**config.mk**
```make
export PLATFORM = sky130hd
export DESIGN_NAME = vga_timing_flat
export DESIGN_NICKNAME = d
export VERILOG_FILES = /design/src/rtl/vga_timing_pkg.sv /design/src/rtl/vga_timing_if.sv /design/src/rtl/vga_counter.sv /design/src/rtl/vga_timing.sv /design/src/flat_wrapper.sv
export SDC_FILE = /design/constraint.sdc
export NUM_CORES = 1
export LEC_CHECK = 0
export BUFFER_PORTS_ARGS = -buffer_cell sky130_fd_sc_hd__buf_2
export CAP_MARGIN = 20
export CORE_ASPECT_RATIO = 1.25
export CORE_MARGIN = 4
export CORE_UTILIZATION = 53
export CTS_CLUSTER_SIZE = 28
export DETAILED_ROUTE_END_ITERATION = 8
export GPL_TIMING_DRIVEN = 0
export PLACE_DENSITY = 0.83
export SLEW_MARGIN = 10
export SYNTH_ARGS = -nofsm -noshare
export SYNTH_HDL_FRONTEND = slang
export SYNTH_SLANG_ARGS = --single-unit
```
**constraint.sdc**
```tcl
create_clock -name pclk -period 2.84 [get_ports pclk]
set_clock_uncertainty 0.15 [all_clocks]
set_input_delay 0.284 -clock pclk [delete_from_list [all_inputs] [get_ports pclk]]
set_output_delay 0.284 -clock pclk [all_outputs]
set_load 0.01 [all_outputs]
```
**src/rtl/vga_timing_pkg.sv**
```systemverilog
// -----------------------------------------------------------------------------
// vga_timing_pkg
// Shared constants and types for the 800x600@60 VGA timing generator.
//   - H/V visible, porch, sync and total counts (12-bit unsigned)
//   - derived sync window bounds and the merged-bus width
//   - flags_t: the registered per-pixel flags that travel with the counters
//   - bar_colour(): colour-bar lookup, present only when
//     VGA_TIMING_TEST_PATTERN_EN is defined
// The VGA bus-width macro is also defined here (guarded) so every file that
// imports the package sees the same value.
// -----------------------------------------------------------------------------
`ifndef VGA_BUS_SIZE
`define VGA_BUS_SIZE 40
`endif

package vga_timing_pkg;

    localparam int CNT_W     = 12;
    localparam int VGA_BUS_W = `VGA_BUS_SIZE;

    // Horizontal timing, in pixels
    localparam logic [CNT_W-1:0] H_VISIBLE = 12'd800;
    localparam logic [CNT_W-1:0] H_FRONT   = 12'd40;
    localparam logic [CNT_W-1:0] H_SYNC    = 12'd128;
    localparam logic [CNT_W-1:0] H_BACK    = 12'd88;
    localparam logic [CNT_W-1:0] H_TOTAL   = H_VISIBLE + H_FRONT + H_SYNC + H_BACK;

    // Vertical timing, in lines
    localparam logic [CNT_W-1:0] V_VISIBLE = 12'd600;
    localparam logic [CNT_W-1:0] V_FRONT   = 12'd1;
    localparam logic [CNT_W-1:0] V_SYNC    = 12'd4;
    localparam logic [CNT_W-1:0] V_BACK    = 12'd23;
    localparam logic [CNT_W-1:0] V_TOTAL   = V_VISIBLE + V_FRONT + V_SYNC + V_BACK;

    // Inclusive sync windows
    localparam logic [CNT_W-1:0] H_SYNC_FIRST = H_VISIBLE + H_FRONT;
    localparam logic [CNT_W-1:0] H_SYNC_LAST  = H_SYNC_FIRST + H_SYNC - 12'd1;
    localparam logic [CNT_W-1:0] V_SYNC_FIRST = V_VISIBLE + V_FRONT;
    localparam logic [CNT_W-1:0] V_SYNC_LAST  = V_SYNC_FIRST + V_SYNC - 12'd1;

    typedef struct packed {
        logic        hs;
        logic        hblnk;
        logic        vs;
        logic        vblnk;
        logic [11:0] rgb;
        logic        frame_start;
        logic        line_start;
    } flags_t;

`ifdef VGA_TIMING_TEST_PATTERN_EN
    localparam int BAR_WIDTH = 100;

    function automatic logic [11:0] bar_colour(input logic [2:0] idx);
        case (idx)
            3'd0:    return 12'hFFF;
            3'd1:    return 12'hFF0;
            3'd2:    return 12'h0FF;
            3'd3:    return 12'h0F0;
            3'd4:    return 12'hF0F;
            3'd5:    return 12'hF00;
            3'd6:    return 12'h00F;
            default: return 12'h000;
        endcase
    endfunction
`endif

endpackage

```
**src/rtl/vga_timing_if.sv**
```systemverilog
// -----------------------------------------------------------------------------
// vga_timing_if
// Output bundle of the VGA timing generator.
//   vga_out     : merged bus {hcount, hs, hblnk, vcount, vs, vblnk, rgb}, MSB first
//   frame_start : one-cycle pulse at pixel (0,0)
//   line_start  : one-cycle pulse at hcount 0
// Modports: master (the generator drives), slave (a consumer reads).
// -----------------------------------------------------------------------------
interface vga_timing_if;
    import vga_timing_pkg::*;

    logic [VGA_BUS_W-1:0] vga_out;
    logic                 frame_start;
    logic                 line_start;

    modport master (output vga_out, output frame_start, output line_start);
    modport slave  (input  vga_out, input  frame_start, input  line_start);
endinterface

```
**src/rtl/vga_counter.sv**
```systemverilog
// -----------------------------------------------------------------------------
// vga_counter
// Wrapping up-counter, 0 .. TOTAL-1, advancing only while en is high.
//   clk, rst_n : clock, asynchronous active-low reset (count resets to 0)
//   en         : advance this cycle
//   count      : registered count
//   count_next : value count takes on the next clock edge
//   wrap       : en is high and count is at TOTAL-1 (next value is 0)
// count_next is exported so the parent can register flags that line up with
// count in the same cycle, without a pipeline skew.
// -----------------------------------------------------------------------------
module vga_counter #(
    parameter int           W     = 12,
    parameter logic [W-1:0] TOTAL = W'(1056)
) (
    input  logic         clk,
    input  logic         rst_n,
    input  logic         en,
    output logic [W-1:0] count,
    output logic [W-1:0] count_next,
    output logic         wrap
);

    localparam logic [W-1:0] LAST = TOTAL - W'(1);

    logic [W-1:0] count_q;
    logic [W-1:0] count_d;

    always_comb begin
        wrap    = en && (count_q == LAST);
        count_d = count_q;
        if (wrap) begin
            count_d = '0;
        end else if (en) begin
            count_d = count_q + W'(1);
        end
    end

    // NOTE: state flops use non-blocking assignment so every flop samples the
    // pre-edge values, regardless of the order the processes are evaluated in.
    always_ff @(posedge clk or negedge rst_n) begin
        if (!rst_n) begin
            count_q <= '0;
        end else begin
            count_q <= count_d;
        end
    end

    assign count      = count_q;
    assign count_next = count_d;

endmodule

```
**src/rtl/vga_timing.sv**
```systemverilog
// -----------------------------------------------------------------------------
// vga_timing
// 800x600@60 VGA timing generator (40 MHz pixel clock).
//   pclk : pixel clock, rising edge
//   rst  : asynchronous active-low reset; holds the bus at pixel (0,0)
//   vga  : vga_timing_if.master -- merged VGA bus, frame_start, line_start
// Parameter RGB_BLANK is the colour driven while blanking or with no pattern.
// Optional feature macro: VGA_TIMING_TEST_PATTERN_EN adds eight 100-px vertical
// colour bars in the visible area; without it rgb is always RGB_BLANK.
//
// The flags are registered from the counters' next values, so flags and
// counters change on the same edge and always describe the same pixel.
// -----------------------------------------------------------------------------
module vga_timing
    import vga_timing_pkg::*;
#(
    parameter logic [11:0] RGB_BLANK = 12'h000
) (
    input  logic         pclk,
    input  logic         rst,
    vga_timing_if.master vga
);

    logic [CNT_W-1:0] h_q, h_next;
    logic [CNT_W-1:0] v_q, v_next;
    logic             h_wrap, v_wrap;

    flags_t flags_q, flags_d;

    vga_counter #(.W(CNT_W), .TOTAL(H_TOTAL)) u_h_cnt (
        .clk        (pclk),
        .rst_n      (rst),
        .en         (1'b1),
        .count      (h_q),
        .count_next (h_next),
        .wrap       (h_wrap)
    );

    vga_counter #(.W(CNT_W), .TOTAL(V_TOTAL)) u_v_cnt (
        .clk        (pclk),
        .rst_n      (rst),
        .en         (h_wrap),
        .count      (v_q),
        .count_next (v_next),
        .wrap       (v_wrap)
    );

    // NOTE: every field gets a value before any condition is tested, so no
    // path through this block can leave a field unassigned and infer a latch.
    always_comb begin
        flags_d       = '0;
        flags_d.hblnk = (h_next >= H_VISIBLE);
        flags_d.vblnk = (v_next >= V_VISIBLE);
        flags_d.hs    = (h_next >= H_SYNC_FIRST) && (h_next <= H_SYNC_LAST);
        flags_d.vs    = (v_next >= V_SYNC_FIRST) && (v_next <= V_SYNC_LAST);
        flags_d.rgb   = RGB_BLANK;
`ifdef VGA_TIMING_TEST_PATTERN_EN
        if (!flags_d.hblnk && !flags_d.vblnk) begin
            flags_d.rgb = bar_colour(3'(h_next / CNT_W'(BAR_WIDTH)));
        end
`endif
        // Next position is column 0 exactly when H wraps, and (0,0) exactly
        // when V wraps (V only advances on an H wrap).
        flags_d.line_start  = h_wrap;
        flags_d.frame_start = v_wrap;
    end

    // Reset values are the legal flags for pixel (0,0).
    always_ff @(posedge pclk or negedge rst) begin
        if (!rst) begin
            flags_q <= '{hs: 1'b0, hblnk: 1'b0, vs: 1'b0, vblnk: 1'b0,
                         rgb: RGB_BLANK, frame_start: 1'b1, line_start: 1'b1};
        end else begin
            flags_q <= flags_d;
        end
    end

    assign vga.vga_out     = {h_q, flags_q.hs, flags_q.hblnk,
                              v_q, flags_q.vs, flags_q.vblnk, flags_q.rgb};
    assign vga.frame_start = flags_q.frame_start;
    assign vga.line_start  = flags_q.line_start;

endmodule

```
**src/flat_wrapper.sv**
```systemverilog
// flat-port wrapper written by rule: the top's interface ports become plain ports
module vga_timing_flat import vga_timing_pkg::*;
#(
    parameter logic [11:0] RGB_BLANK = 12'h000
)
  (pclk, rst, vga_vga_out, vga_frame_start, vga_line_start);
  vga_timing_if vga_i ();
  input  logic pclk;
  input  logic rst;
  output wire logic [$bits(vga_i.vga_out)-1:0] vga_vga_out;
  output wire logic [$bits(vga_i.frame_start)-1:0] vga_frame_start;
  output wire logic [$bits(vga_i.line_start)-1:0] vga_line_start;
  assign vga_vga_out = vga_i.vga_out;
  assign vga_frame_start = vga_i.frame_start;
  assign vga_line_start = vga_i.line_start;
  vga_timing #(.RGB_BLANK(RGB_BLANK)) u_core (.pclk(pclk), .rst(rst), .vga(vga_i));
endmodule
```
==> key figures <==
Yosys
  • Dominant synthesized flop cell: dfrtp_1
  • Yosys warnings: 0
  • Syn avg cell area: 9.41 µm²
  • Register area share after synthesis: 42.8%
  • Async SR Flop Fraction: 100%
  • Synth area leaders: dfrtp_1 40%, buf_4 5.5%, xor2_1 5.5%
  • Mapped Area: 0.00176 mm²
  • Synthesized flop and latch total: 30
  • Cells after Synth: 187
  • Synth cell types: 49
  • Top-area cell type share of the netlist area: 39.8%
  • Post-synth EDFFs: 0
  • Synth area leader: dfrtp_1

Place
  • Hpwl dp: 2.72 mm
  • GP Congestion: 0.811
  • Place WS: 207 ps
  • Post-Place Cells: 266
  • Port Buf Inserts: 31
  • Post-Place Cell Area: 0.00200 mm²

Timing
  • Final Max Slew Viols: 0
  • Final TNS setup: 0 ps
  • Final hold viol count: 0
  • Slew margin rel.: 57.2%
  • PnR worst setup slack: 200 ps
  • Final setup vio count: 0
  • RSZ-0062 raised after global routing: false
  • Period Utilization, post-route: 93.0%
  • Min Clock Period, post-route: 2640 ps
  • Worst-Margin Slew: 642 ps
  • Fmax: 379 MHz

Clock tree
  • Clk_lat worst skew: 290 ps
  • Root buffer cell: clkbuf_8
  • CTS sink count: 30
  • CTS Buffer Depth: 2
  • Cts bufs inserted: 5
  • Post_cts resized: 0
  • Setup bufs post-CTS: 0
  • CTS H-tree depth: 2
  • Clock transition at path regs: 70 ps
  • CTS tree: yes

GRT
  • First-pass GRT wire length: 6.21 mm
  • Vias in the first global route: 1368
  • Total track usage: 19.0%
  • Largest net degree at the start of global routing: 31
  • GR Overflow Total: 0
  • Initial antenna violation count: 0

Floorplan
  • Core Box Area: 0.00319 mm²
  • Die area: 0.00431 mm²
  • Die span in y: 72.4 µm
  • I/O pin cnt: 44
  • Effective utilization at floorplan: 55.1%
  • Die X-Extent: 59.6 µm
  • Row count: 23

Worst setup path
  • Max incr delay on CP: 520 ps
  • Buffers & Inverters on Critical Path: 2
  • Startpoint type of the worst setup path: flop
  • CP required: 2860 ps
  • Critical Path, Cell by Cell: buf_6 -> or4b_1 -> or3_1 -> buf_6 -> or3_4 -> a21oi_2 -> o22ai_1 -> nor3b_2
  • Crit path max fanout: 8
  • Largest delay contributor family on the critical path: simple AND/OR/NAND/NOR gates
  • Crit path from: u_core.u_h_cnt.count[9]
  • Critical Path Most Common Cell: buf_6
  • Crit path DAT: 2660 ps
  • CP Class: reg -> reg
  • CP max stage cell: or4b_1
  • Critical Path Sink Type: flop
  • R2R Path Start: u_core.u_h_cnt.count[9]

Run status
  • Status: complete, no violations

Routing
  • Vias/cell: 5.35
  • Vias: 1472
  • Drt drc: 0
  • ANT nets after route: 0
  • Avg WL per Cell: 13.4 µm
  • Final WL: 3.68 mm
  • Initial DRC Count: 62
  • Pre-antenna DRT Iters: 4

Pwr
  • Leak pwr: 1.06 nW
  • PD cells: 384 mW/mm²
  • Maximum vdd drop: 0.000399 V
  • Design Power: 0.809 mW

Cells and area
  • Area Growth Syn to Fin: 19.5%
  • Non-Filler Instances: 275
  • Final instance area: 0.00210 mm²
  • # diodes: 0
  • Final net count: 242
  • Layout cells sized above 1: 26.9%

Worst hold path
  • Hold path start: u_core.u_h_cnt.count[0]
  • Hold Crit Class: reg -> reg

Flow run
  • # Max-Cap Violations: 0
-- state kept, by name (all words and copies together), names as in the netlist --
| signal | flops |
|---|---|
| u_core.u_h_cnt.count | 12 |
| u_core.vga.frame_start | 1 |
| u_core.vga.vga_out | 4 |
| u_core.vga.line_start | 1 |
| u_core.u_v_cnt.count | 12 |
-- routing by layer --
metal / track usage (%) / share of wire [%] / vias to the layer above
met5: 0 / 0 / -
met2: 31.3 / 52 / 34
li1: - / - / 732
met3: 5.69 / 5.5 / 6
met4: 7.39 / 1.6 / 0
met1: 22.9 / 40 / 700
-- cell families (layout without fill, tap and decap cells) --
group	after synthesis	after routing	synth area share [%]
xor+xnor	20	20	9.95
other cells	1	12	0.213
buf+inv	27	67	9.52
mux	1	1	0.640
compound gates	30	30	11.2
flops	30	30	42.8
fa+ha+maj	3	3	2.13
simple gates	75	75	23.5
-- synthesized netlist by cell type (2+ instances only) --
master,count
xor2_1,11
or3_1,4
nor2_1,19
nand4_1,4
buf_6,2
nor3b_1,2
buf_4,13
and3_1,3
nor4_1,5
nor3_1,2
nand2_1,10
and2_1,2
dfrtp_1,28
a31oi_1,2
ha_1,3
inv_1,8
dfstp_2,2
o21ai_0,4
and4_1,2
buf_2,2
a21oi_1,10
a21o_1,2
nand3_1,12
xnor2_1,9
o31ai_1,2
-- where the power goes --
group	leakage, nW	switching, mW	internal (mW)
logic	0.622	0.0170	0.0120
clock network	0.0455	0.155	0.197
registers	0.397	0	0.428
-- cell usage in the layout (no fill, tap or decap), types with 2 or more instances in the layout --
cell type  Yosys  layout
dfrtp_1       28      28
and4_1         2       2
nand3_1       12      12
buf_2          2      33
conb_1         1      12
xor2_1        11      11
clkbuf_1       1       3
and3_1         3       3
ha_1           3       3
o31ai_1        2       2
nor2_1        19      19
nor3b_1        2       2
or3_1          4       4
nand4_1        4       4
nor4_1         5       5
dfstp_2        2       2
buf_4         13      13
buf_6          2       2
a21oi_1       10      10
inv_1          8       8
xnor2_1        9       9
o21ai_0        4       4
and2_1         2       2
a21o_1         2       2
nor3_1         2       2
clkbuf_8       0       6
a31oi_1        2       2
nand2_1       10      10
-- layout make-up --
type / instances / area [µm²]
clock buffer: 8 / 90.1
sequential: 30 / 753
timing repair buffer: 32 / 165
multi-input combinational: 141 / 881
fill: 286 / 1090
buffer: 18 / 134
tap: 37 / 46.3
inverter: 9 / 33.8
-- per-stage QoR --
| step | hold WS (ps) | util [%] |
|---|---|---|
| floorplan | -162 | - |
| global placement | 199 | 62.7 |
| detailed placement | 201 | 62.7 |
| CTS | 382 | 65.8 |
| global route | 423 | 65.8 |
| finish | 376 | 65.8 |
-- worst paths after layout --
| kind | end | slack [ps] | depth (start not counted) |
|---|---|---|---|
| setup / recovery | u_core.vga.vga_out[13] | 200 | 8 |
| hold / removal | u_core.u_h_cnt.count[0] | 380 | 1 |
| setup reg to reg | u_core.vga.vga_out[13] | 200 | 8 |
| hold reg to reg | u_core.u_h_cnt.count[0] | 380 | 1 |
| max in group asynchronous | u_core.vga.vga_out[12] | 1710 | 2 |
| min in group asynchronous | u_core.u_v_cnt.count[3] | 400 | 2 |
-- timing repair --
item,4_1_cts,5_1_grt
setup endpoints to repair,0,0
endpoints found under the hold margin,28,0
hold buffers,1,0
Note: power is estimated with default switching activity, not from simulation.
